===== src/rtl/sp_link_ctrl.sv =====
// Link synchronization controller: slips bit alignment until BC commas lock, then forwards payload.
// Optional statistics counters are enabled with `define SP_LINK_CTRL_STATS_EN.
module sp_link_ctrl #(
  parameter logic [7:0] BC_CODE     = 8'hBC,
  parameter int         LOCK_COUNT  = 4,
  parameter int         SLIP_WAIT   = 8,
  parameter int         SLIP_SETTLE = 2,
  parameter int         MAX_GAP     = 64
) (
  input  logic       clk_f,
  input  logic       reset,
  input  logic       in_valid,
  input  logic [7:0] parallel_in,
  output logic       bit_slip,
  output logic       locked,
  output logic       lost,
  output logic       valid_out,
  output logic [7:0] data_out,
  output logic [1:0] state_out,
  output logic [7:0] lock_events,
  output logic [7:0] loss_events
);

  typedef enum logic [1:0] {
    ST_HUNT    = 2'd0,
    ST_SLIP    = 2'd1,
    ST_CONFIRM = 2'd2,
    ST_LOCKED  = 2'd3
  } state_t;

  // Terminal values: each counter stops one short of its parameter and acts on that byte.
  localparam logic [7:0] LP_WAIT_LAST   = 8'(SLIP_WAIT - 1);
  localparam logic [3:0] LP_SETTLE_LAST = 4'(SLIP_SETTLE - 1);
  localparam logic [3:0] LP_BC_LAST     = 4'(LOCK_COUNT - 1);
  localparam logic [7:0] LP_GAP_LAST    = 8'(MAX_GAP - 1);

  state_t     r_state, w_nxt_state;
  logic [7:0] r_wait_cnt, w_nxt_wait_cnt;
  logic [3:0] r_bc_cnt, w_nxt_bc_cnt;
  logic [3:0] r_settle_cnt, w_nxt_settle_cnt;
  logic [7:0] r_gap_cnt, w_nxt_gap_cnt;
  logic       r_bit_slip, w_nxt_bit_slip;
  logic       r_locked;
  logic       r_lost, w_nxt_lost;
  logic       r_valid_out, w_nxt_valid_out;
  logic [7:0] r_data_out, w_nxt_data_out;
  logic       w_lock_evt;
  logic       w_is_comma;

  assign w_is_comma = (parallel_in == BC_CODE);

  always_comb begin
    w_nxt_state      = r_state;
    w_nxt_wait_cnt   = r_wait_cnt;
    w_nxt_bc_cnt     = r_bc_cnt;
    w_nxt_settle_cnt = r_settle_cnt;
    w_nxt_gap_cnt    = r_gap_cnt;
    w_nxt_bit_slip   = 1'b0;
    w_nxt_lost       = 1'b0;
    w_nxt_valid_out  = 1'b0;
    w_nxt_data_out   = r_data_out;
    w_lock_evt       = 1'b0;
    case (r_state)
      ST_HUNT: begin
        if (in_valid) begin
          if (w_is_comma) begin
            w_nxt_state    = ST_CONFIRM;
            w_nxt_bc_cnt   = 4'd1;
            w_nxt_wait_cnt = 8'd0;
          end else if (r_wait_cnt == LP_WAIT_LAST) begin
            w_nxt_state    = ST_SLIP;
            w_nxt_bit_slip = 1'b1;
            w_nxt_wait_cnt = 8'd0;
          end else begin
            w_nxt_wait_cnt = r_wait_cnt + 8'd1;
          end
        end
      end
      // Settle countdown runs on every cycle, independent of in_valid.
      ST_SLIP: begin
        if (r_settle_cnt == LP_SETTLE_LAST) begin
          w_nxt_state      = ST_HUNT;
          w_nxt_settle_cnt = 4'd0;
        end else begin
          w_nxt_settle_cnt = r_settle_cnt + 4'd1;
        end
      end
      ST_CONFIRM: begin
        if (in_valid) begin
          if (!w_is_comma) begin
            w_nxt_state    = ST_HUNT;
            w_nxt_bc_cnt   = 4'd0;
            w_nxt_wait_cnt = 8'd0;
          end else if (r_bc_cnt == LP_BC_LAST) begin
            w_nxt_state   = ST_LOCKED;
            w_nxt_bc_cnt  = 4'd0;
            w_nxt_gap_cnt = 8'd0;
            w_lock_evt    = 1'b1;
          end else begin
            w_nxt_bc_cnt = r_bc_cnt + 4'd1;
          end
        end
      end
      ST_LOCKED: begin
        if (in_valid) begin
          if (w_is_comma) begin
            w_nxt_gap_cnt = 8'd0;
          end else begin
            w_nxt_valid_out = 1'b1;
            w_nxt_data_out  = parallel_in;
            if (r_gap_cnt == LP_GAP_LAST) begin
              w_nxt_state   = ST_HUNT;
              w_nxt_gap_cnt = 8'd0;
              w_nxt_lost    = 1'b1;
            end else begin
              w_nxt_gap_cnt = r_gap_cnt + 8'd1;
            end
          end
        end
      end
      default: w_nxt_state = ST_HUNT;
    endcase
  end

  always_ff @(posedge clk_f or negedge reset) begin
    if (!reset) begin
      r_state      <= ST_HUNT;
      r_wait_cnt   <= 8'd0;
      r_bc_cnt     <= 4'd0;
      r_settle_cnt <= 4'd0;
      r_gap_cnt    <= 8'd0;
      r_bit_slip   <= 1'b0;
      r_locked     <= 1'b0;
      r_lost       <= 1'b0;
      r_valid_out  <= 1'b0;
      r_data_out   <= 8'h00;
    end else begin
      r_state      <= w_nxt_state;
      r_wait_cnt   <= w_nxt_wait_cnt;
      r_bc_cnt     <= w_nxt_bc_cnt;
      r_settle_cnt <= w_nxt_settle_cnt;
      r_gap_cnt    <= w_nxt_gap_cnt;
      r_bit_slip   <= w_nxt_bit_slip;
      r_locked     <= (w_nxt_state == ST_LOCKED);
      r_lost       <= w_nxt_lost;
      r_valid_out  <= w_nxt_valid_out;
      r_data_out   <= w_nxt_data_out;
    end
  end

`ifdef SP_LINK_CTRL_STATS_EN
  function automatic logic [7:0] sat_inc8(input logic [7:0] val);
    return (val == 8'hFF) ? val : val + 8'd1;
  endfunction

  logic [7:0] r_lock_events, r_loss_events;

  always_ff @(posedge clk_f or negedge reset) begin
    if (!reset) begin
      r_lock_events <= 8'h00;
      r_loss_events <= 8'h00;
    end else begin
      if (w_lock_evt) r_lock_events <= sat_inc8(r_lock_events);
      if (w_nxt_lost) r_loss_events <= sat_inc8(r_loss_events);
    end
  end

  assign lock_events = r_lock_events;
  assign loss_events = r_loss_events;
`else
  logic w_unused_evt;
  assign w_unused_evt = w_lock_evt;
  assign lock_events  = 8'h00;
  assign loss_events  = 8'h00;
`endif

  assign bit_slip  = r_bit_slip;
  assign locked    = r_locked;
  assign lost      = r_lost;
  assign valid_out = r_valid_out;
  assign data_out  = r_data_out;
  assign state_out = r_state;

endmodule


===== config.mk =====
export PLATFORM = sky130hd
export DESIGN_NAME = sp_link_ctrl
export DESIGN_NICKNAME = d
export VERILOG_FILES = /design/src/rtl/sp_link_ctrl.sv
export SDC_FILE = /design/constraint.sdc
export NUM_CORES = 1
export LEC_CHECK = 0
export BUFFER_PORTS_ARGS = -buffer_cell sky130_fd_sc_hd__buf_2
export CORE_MARGIN = 1
export CORE_UTILIZATION = 49
export CTS_CLUSTER_DIAMETER = 150
export DETAILED_ROUTE_END_ITERATION = 8
export GPL_TIMING_DRIVEN = 0
export HOLD_SLACK_MARGIN = 0.02
export PLACE_DENSITY = 0.75
export SYNTH_ARGS = -nofsm -noshare
export SYNTH_HDL_FRONTEND = slang
export SYNTH_SLANG_ARGS = --single-unit

===== constraint.sdc =====
create_clock -name clk_f -period 1.88 [get_ports clk_f]
set_clock_uncertainty 0.1 [all_clocks]
set_input_delay 0.282 -clock clk_f [delete_from_list [all_inputs] [get_ports clk_f]]
set_output_delay 0.282 -clock clk_f [all_outputs]
set_load 0.01 [all_outputs]

=== Word level (Yosys, flattened, before mapping) ===
Index checks and enable logic that the tools add are counted.

* Output and inout port bits: 30
* Input bits: 11
* Register bits: 38
* Word-level logic and storage cells: 80

* Eq/ne operators: 16
* Add/sub/neg operators: 4
* Bitwise logic cells: 1
* Muxes and demuxes: 42
* Reductions and logical operators: 7

{| class="wikitable"
|+ Operators by type and width
! kind !! count
|-
| $mux 8 || 11
|-
| $pmux 8 s2 || 2
|-
| $mux 4 || 6
|-
| $mux 2 || 10
|-
| $add 8x1->8 const B || 2
|-
| $ne 2x2->1 const B || 7
|-
| $mux 1 || 11
|-
| $add 4x1->4 const B || 2
|-
| $eq 8x3->1 const B || 1
|-
| $eq 8x6->1 const B || 1
|-
| $eq 8x8->1 const B || 1
|-
| $pmux 2 s4 || 1
|-
| $pmux 4 s2 || 1
|-
| $reduce_and 4->1 || 2
|-
| $eq 2x2->1 const B || 3
|-
| $reduce_and 5->1 || 1
|-
| $eq 4x1->1 const B || 1
|-
| $eq 4x2->1 const B || 1
|-
| $reduce_bool 2->1 || 2
|-
| $reduce_and 3->1 || 1
|-
| $eq 2x1->1 const B || 1
|-
| $logic_not 2->1 || 1
|-
| $not 1->1 || 1
|}

=== Logic depth before layout (Yosys ltp) ===
Gate-level depths: netlist of run 1.

* Word-level depth: 6
* Mapped depth: 5
* Mapped depth without buffers: 5

=== Worst setup path after synthesis of run 1 ===
OpenSTA, ideal clock, no wires.

* Kind: reg-to-reg
* Start: register r_bc_cnt[0]
* End: register r_gap_cnt[3]
* Library setup time: 126 ps
* Data arrival time: 1617 ps
* Required time: 1654 ps
* Slack: 37 ps
* Stages on the path, launching flop included: 6
* Buffers on the path: 0
* Period minus slack after synthesis: 1843 ps
* Path through: dfrtp_1 -> ha_1 -> nor3b_2 -> a31oi_2 -> or2_1 -> a221o_1

* Word-level cells in the longest chain between the ends: 3

{| class="wikitable"
|+ Ends and longest elaborated chain
! what !! line !! RTL
|-
| start: declaration || 39 || <nowiki>logic [3:0] r_bc_cnt, w_nxt_bc_cnt;</nowiki>
|-
| start signal: assignment || 140 || <nowiki>r_bc_cnt <= w_nxt_bc_cnt;</nowiki>
|-
| $eq 4x2->1 || 94 || <nowiki>end else if (r_bc_cnt == LP_BC_LAST) begin</nowiki>
|-
| $ne 2x2->1 (no line) || n/a ||
|-
| $reduce_and 5->1 (no line) || n/a ||
|-
| end signal: assignment || 142 || <nowiki>r_gap_cnt <= w_nxt_gap_cnt;</nowiki>
|-
| end: declaration || 41 || <nowiki>logic [7:0] r_gap_cnt, w_nxt_gap_cnt;</nowiki>
|}

Every way passes these cells.
A chain may end at the register's enable or synchronous reset.

=== Worst setup path after layout of run 1 ===
Same ends and word-level chain as after synthesis.

==> metrics.txt, run 1 <==
Placed Instances 301; register bit total from synthesis 38; Slew Viols, Final 0; final net count 278; Final Hold Violating Endpoints 17; Mean Syn Cell Area 10.03 um2; endpoints failing setup 0; row count 23; Fill cells 343; gpl congestion 0.8410; Final Cell Area 2589 um2; Finished Layout Cells 315; Hold Buf Count CTS 0; H-tree depth 2; Clock Latency Late Sink 300 ps; status finished, violations left; CTS Sinks 38; actual slew at the worst max-slew pin 839.4 ps; Via density 5.565; worst hold path class input pin to asynchronous set/reset pin; power density over cell area 933.6 nW/um2; largest net degree at the start of global routing 39; aggregate routed wire length 4504 um; Post-synth EDFFs 0; Worst VDD drop 0.0005835 V; Post-synth ARST share 1.000; num ports 41; share of post-route cells with drive strength above 1 0.3396; synth unique cells 50; total grt overflow 0; met3 wire length 288 um; CTS Buf Count 5; die height 67.87 um; post-synthesis sequential area ratio 0.4473; Setup crit start kind flop; core area 4086 um2; WP data arrival 1930 ps; Placed Area 2365 um2; pre-CTS WS -199.9 ps; Syn Inst Count 212; total number of vias 1,753; Max Freq 541.6 MHz; Max Used Layer met4; Register Area 950.9 um2; starting density of the core 0.5202; WS Path Type flop to flop; first-pass GRT wire length 7334 um; setup TNS 0 ps; Tmin final 1846 ps; DR WL/cell 14.30 um; multi-input logic area 1145 um2; top cell type's share of synthesized area 0.4473; Synth Flop Type dfrtp_1; Reg2Reg Depth 5; dpl hpwl 3017 um; Detail Route Antenna Nets 0; PortBufs 24; Worst slew margin 0.4404; Max clock buf depth 2; Tcrit/Tclk final 0.9821; failing checks negative hold slack; GRT Util Overall 0.2179; starting DRC count in detailed routing 121; Pre-Repair DR Iteration Count 4; clk slew on worst S/H paths 70 ps; root buf cell clkbuf_8; die width 67.87 um; CTS tree yes; metal2 WL 2025 um; largest area contributor in the netlist dfrtp_1; Area Growth Syn to Fin 21.78%; cell area after synthesis 2126 um2; largest cells by area after synthesis dfrtp_1 (45%), buf_4 (5.7%), mux2_2 (5.3%), nand3_1 (2.8%), nand2_1 (2.8%); final setup margin 33.71 ps; CP endpoint kind flop; DRC violations left 0; Leak 1.207 nW; DRT met1 WL 2117 um; initial antenna violation count 0; diode count 0; Crit Path Max Fanout 6; die area 4606 um2; CP required 1960 ps; RSZ-0062 raised after global routing true; worst hold slack -14.86 ps; max_cap viols 0; synth warn 0; vias in the first global route 1,573
[synth_stat cells (all sizes together), types with 2 or more instances]
cell type / number
a21oi: 9
mux2: 10
a21o: 3
dfrtp: 38
and4: 2
or4: 3
and3: 4
nand2: 16
nor4: 5
nor3: 3
o31ai: 5
o2bb2ai: 2
mux2i: 2
or2: 5
nand4: 7
a31oi: 3
o21ai: 12
nand3: 12
nand2b: 4
buf: 17
clkbuf: 3
nor2: 11
a32oi: 2
o41ai: 2
ha: 3
inv: 8
nor2b: 3
xnor2: 3
[power breakdown]
part / internal (mW) / switching (mW)
clock: 0.296 / 0.293
combinational: 0.328 / 0.358
sequential: 0.987 / 0.155
[stage by stage]
| stage | util | total power, mW |
|---|---|---|
| 2_1_floorplan | - | 1.553 |
| 4_1_cts | 0.6090 | 2.382 |
| 3_3_place_gp | 0.5787 | 1.755 |
| 3_5_place_dp | 0.5787 | 1.775 |
| 6_report | 0.6335 | 2.417 |
| 5_1_grt | 0.6335 | 2.552 |
[cell type report]
class	count	share of cell area
Multi-Input combinational cell	161	0.4422
Sequential cell	38	0.3673
Timing Repair Buffer	30	0.06283
Buffer	20	0.05655
Clock buffer	7	0.03335
Tap cell	50	0.02417
Inverter	8	0.01160
Clock inverter	1	0.001933
[per-layer routing]
layer | track usage | vias up
li1 | - | 864
met1 | 0.3092 | 814
met4 | 0.09375 | 0
met3 | 0.05500 | 7
met2 | 0.3131 | 68
met5 | 0 | -
[critical path, cell delays in order (launching register included)]
cell	delay, ps
dfrtp_1	400
ha_2	210
nor3b_4	260
a31oi_4	160
or2_4	310
a221o_1	310
[layout by cell type (no fill, tap or decap), drive strengths merged, types with 5 or more instances in the layout]
cell | Yosys | final
buf | 17 | 46
dfrtp | 38 | 38
nand2 | 16 | 16
conb | 1 | 16
nand3 | 12 | 12
o21ai | 12 | 12
nor2 | 11 | 11
clkbuf | 3 | 11
mux2 | 10 | 10
a21oi | 9 | 9
inv | 8 | 8
nand4 | 7 | 7
nor4 | 5 | 5
or2 | 5 | 5
o31ai | 5 | 5
[state kept, by name (all words and copies together), names as in the netlist]
| signal | cells |
|---|---|
| data_out | 8 |
| r_gap_cnt | 8 |
| r_wait_cnt | 8 |
| r_bc_cnt | 4 |
| r_settle_cnt | 4 |
| state_out | 2 |
| bit_slip | 1 |
| locked | 1 |
| lost | 1 |
| valid_out | 1 |
[path summary, 6_finish.rpt]
| kind | end | startpoint | slack (ps) |
|---|---|---|---|
| worst max-delay path | r_gap_cnt[3] | r_bc_cnt[0] | 30 |
| worst min-delay path | r_gap_cnt[4] | reset | -10 |
| worst max register to register | r_gap_cnt[3] | r_bc_cnt[0] | 30 |
| worst min register to register | data_out[5] | data_out[5] | 400 |
| max in group asynchronous | lost | reset | 1160 |
| min in group clk_f | data_out[7] | parallel_in[7] | 150 |
[repair_timing]
| item | CTS | global route |
|---|---|---|
| resized for setup | 5 | 17 |
| pin swaps | 0 | 5 |
| setup endpoints to repair | 12 | 16 |
| setup buffers | 1 | 5 |
| cloned | 0 | 0 |
[cells by family (layout without fill, tap and decap cells)]
kind of cell,Yosys count,after routing,synth area share
multiplexers,12,12,0.06239
flip-flops,38,38,0.4473
buffers and inverters,28,66,0.08123
AO/OA/AOI/OAI,47,47,0.1595
XOR/XNOR,3,3,0.01236
AND/OR/NAND/NOR,80,80,0.2178
adder cells (fa/ha/maj),3,3,0.01766
other,1,16,0.001764
(Power assumes the default switching activity.)
==> run 2: changes to the inputs <==
- CELL_PAD_IN_SITES_DETAIL_PLACEMENT: not set -> 0
- CELL_PAD_IN_SITES_GLOBAL_PLACEMENT: not set -> 1
- CORE_UTILIZATION: 49 -> 38
- PLACE_DENSITY: 0.75 -> not set
- PLACE_DENSITY_LB_ADDON: not set -> 0.1
==> metrics.txt, run 2 (same netlist as run 1, synthesis figures left out) <==
PortBufs 24 (unchanged); Placed Instances 321 (was 301); Pre-Repair DR Iteration Count 4 (unchanged); Max Freq 542.1 MHz (was 541.6 MHz); initial antenna violation count 0 (unchanged); most common cell after layout, fill and taps aside dfrtp_1 (unchanged); total grt overflow 0 (unchanged); num ports 41 (unchanged); Worst slew margin 0.4289 (was 0.4404); starting density of the core 0.4059 (was 0.5202); Max clock buf depth 2 (unchanged); Tcrit/Tclk final 0.9811 (was 0.9821); Area Growth Syn to Fin 22.95% (was 21.78%); status finished, final reports clean (was finished, violations left); CP Buf/Inv Count 1 (was 0); DRC violations left 0 (unchanged); WS Path Type flop to flop (unchanged); Worst VDD drop 0.0005057 V (was 0.0005835 V); H-tree depth 2 (unchanged); Reg2Reg Depth 6 (was 5); core area 5238 um2 (was 4086 um2); GRT Util Overall 0.1597 (was 0.2179); gpl congestion 0.7646 (was 0.8410); share of post-route cells with drive strength above 1 0.3383 (was 0.3396); Fill cells 520 (was 343); actual slew at the worst max-slew pin 856.7 ps (was 839.4 ps); Final Cell Area 2614 um2 (was 2589 um2); CTS Buf Count 5 (unchanged); Crit path largest cell delay 410 ps (was 400 ps); worst hold path class input pin to asynchronous set/reset pin (unchanged); endpoints failing setup 0 (unchanged); clk slew on worst S/H paths 70 ps (about the same); max_cap viols 0 (unchanged); dpl hpwl 3260 um (was 3017 um); most frequent cells in the layout dfrtp_1 (38), buf_2 (24), buf_4 (23) (was dfrtp_1 (38), buf_2 (24), buf_4 (21)); die area 5897 um2 (was 4606 um2); die height 76.80 um (was 67.87 um); total number of vias 1,723 (was 1,753); Tmin final 1845 ps (was 1846 ps); Placed Area 2390 um2 (was 2365 um2); first-pass GRT wire length 7596 um (was 7334 um); CTS tree yes (unchanged); root buf cell clkbuf_8 (unchanged); Register Area 950.9 um2 (unchanged); vias in the first global route 1,570 (was 1,573); aggregate routed wire length 4659 um (was 4504 um); Finished Layout Cells 336 (was 315); slowest CP cell or4_4 (was dfrtp_1); starting DRC count in detailed routing 130 (was 121); crit-path cells ha_2, nor3b_4, a31oi_4, buf_6, or4_4, a21oi_2 (was ha_2, nor3b_4, a31oi_4, or2_4, a221o_1); die width 76.80 um (was 67.87 um); DR WL/cell 13.87 um (was 14.30 um); Clock Latency Late Sink 280 ps (was 300 ps); final net count 280 (was 278); Leak 1.219 nW (was 1.207 nW); diode count 0 (unchanged); Crit. path cell count 6 (was 5); Detail Route Antenna Nets 0 (unchanged); CP endpoint kind flop (unchanged); delay-heaviest family, CP simple AND/OR/NAND/NOR gates (unchanged); Via density 5.128 (was 5.565); row count 26 (was 23); Hold Buf Count CTS 0 (unchanged); CP required 2000 ps (was 1960 ps); CTS Sinks 38 (unchanged); largest net degree at the start of global routing 39 (unchanged); Setup crit start kind flop (unchanged); Final Hold Violating Endpoints 0 (was 17); RSZ-0062 raised after global routing true (unchanged); power density over cell area 901.6 nW/um2 (was 933.6 nW/um2); WP data arrival 1960 ps (was 1930 ps); Crit Path Max Fanout 6 (unchanged); multi-input logic area 1136 um2 (was 1145 um2); Slew Viols, Final 0 (unchanged)
[run 2: layout make-up]
cell class,count,area share
multi-input combinational,161,0.4347
sequential,38,0.3638
timing repair buffer,32,0.07037
buffer,20,0.05601
tap,70,0.03351
clock buffer,5,0.02633
inverter,8,0.01149
clock inverter,2,0.003830
[run 2: what timing repair did]
item                                    4_1_cts  5_1_grt
buffers inserted                              5        3
cloned                                        0        0
endpoints found under the setup margin       13       14
resized for setup                             9        9
pin swaps                                     2        6
[run 2: report_power, final]
| group | switching [mW] | internal, mW |
|---|---|---|
| clock network | 0.277 | 0.249 |
| logic | 0.362 | 0.334 |
| registers | 0.148 | 0.987 |
[run 2: final timing paths]
| kind | endpoint | start | slack (ps) |
|---|---|---|---|
| max | r_gap_cnt[4] | r_bc_cnt[0] | 40 |
| min | r_gap_cnt[4] | reset | 5 |
| max reg2reg | r_gap_cnt[4] | r_bc_cnt[0] | 40 |
| min reg2reg | data_out[3] | data_out[3] | 400 |
| max in group asynchronous | data_out[5] | reset | 1130 |
| min in group clk_f | data_out[7] | parallel_in[7] | 150 |
[run 2: stage by stage]
stage               setup TNS [ps]  setup WS [ps]  hold WS (ps)  power, mW    util
global placement             -3708         -281.0         350.1      1.778  0.4563
finish                           0          35.45         5.319      2.357  0.4990
floorplan                        0          37.38        -113.6      1.553       -
detailed placement           -3344         -254.8         353.3      1.785  0.4563
CTS                        -0.5078        -0.5078         36.15      2.353  0.4866
global route                -45.57         -39.73         77.59      2.512  0.4990
[run 2: routing by layer]
layer | up-vias | routed length, um | track usage
met5 | - | 0 | 0
met4 | 0 | 13 | 0.03077
met3 | 2 | 137 | 0.04048
met2 | 32 | 2218 | 0.2580
met1 | 827 | 2290 | 0.2160
li1 | 862 | - | -
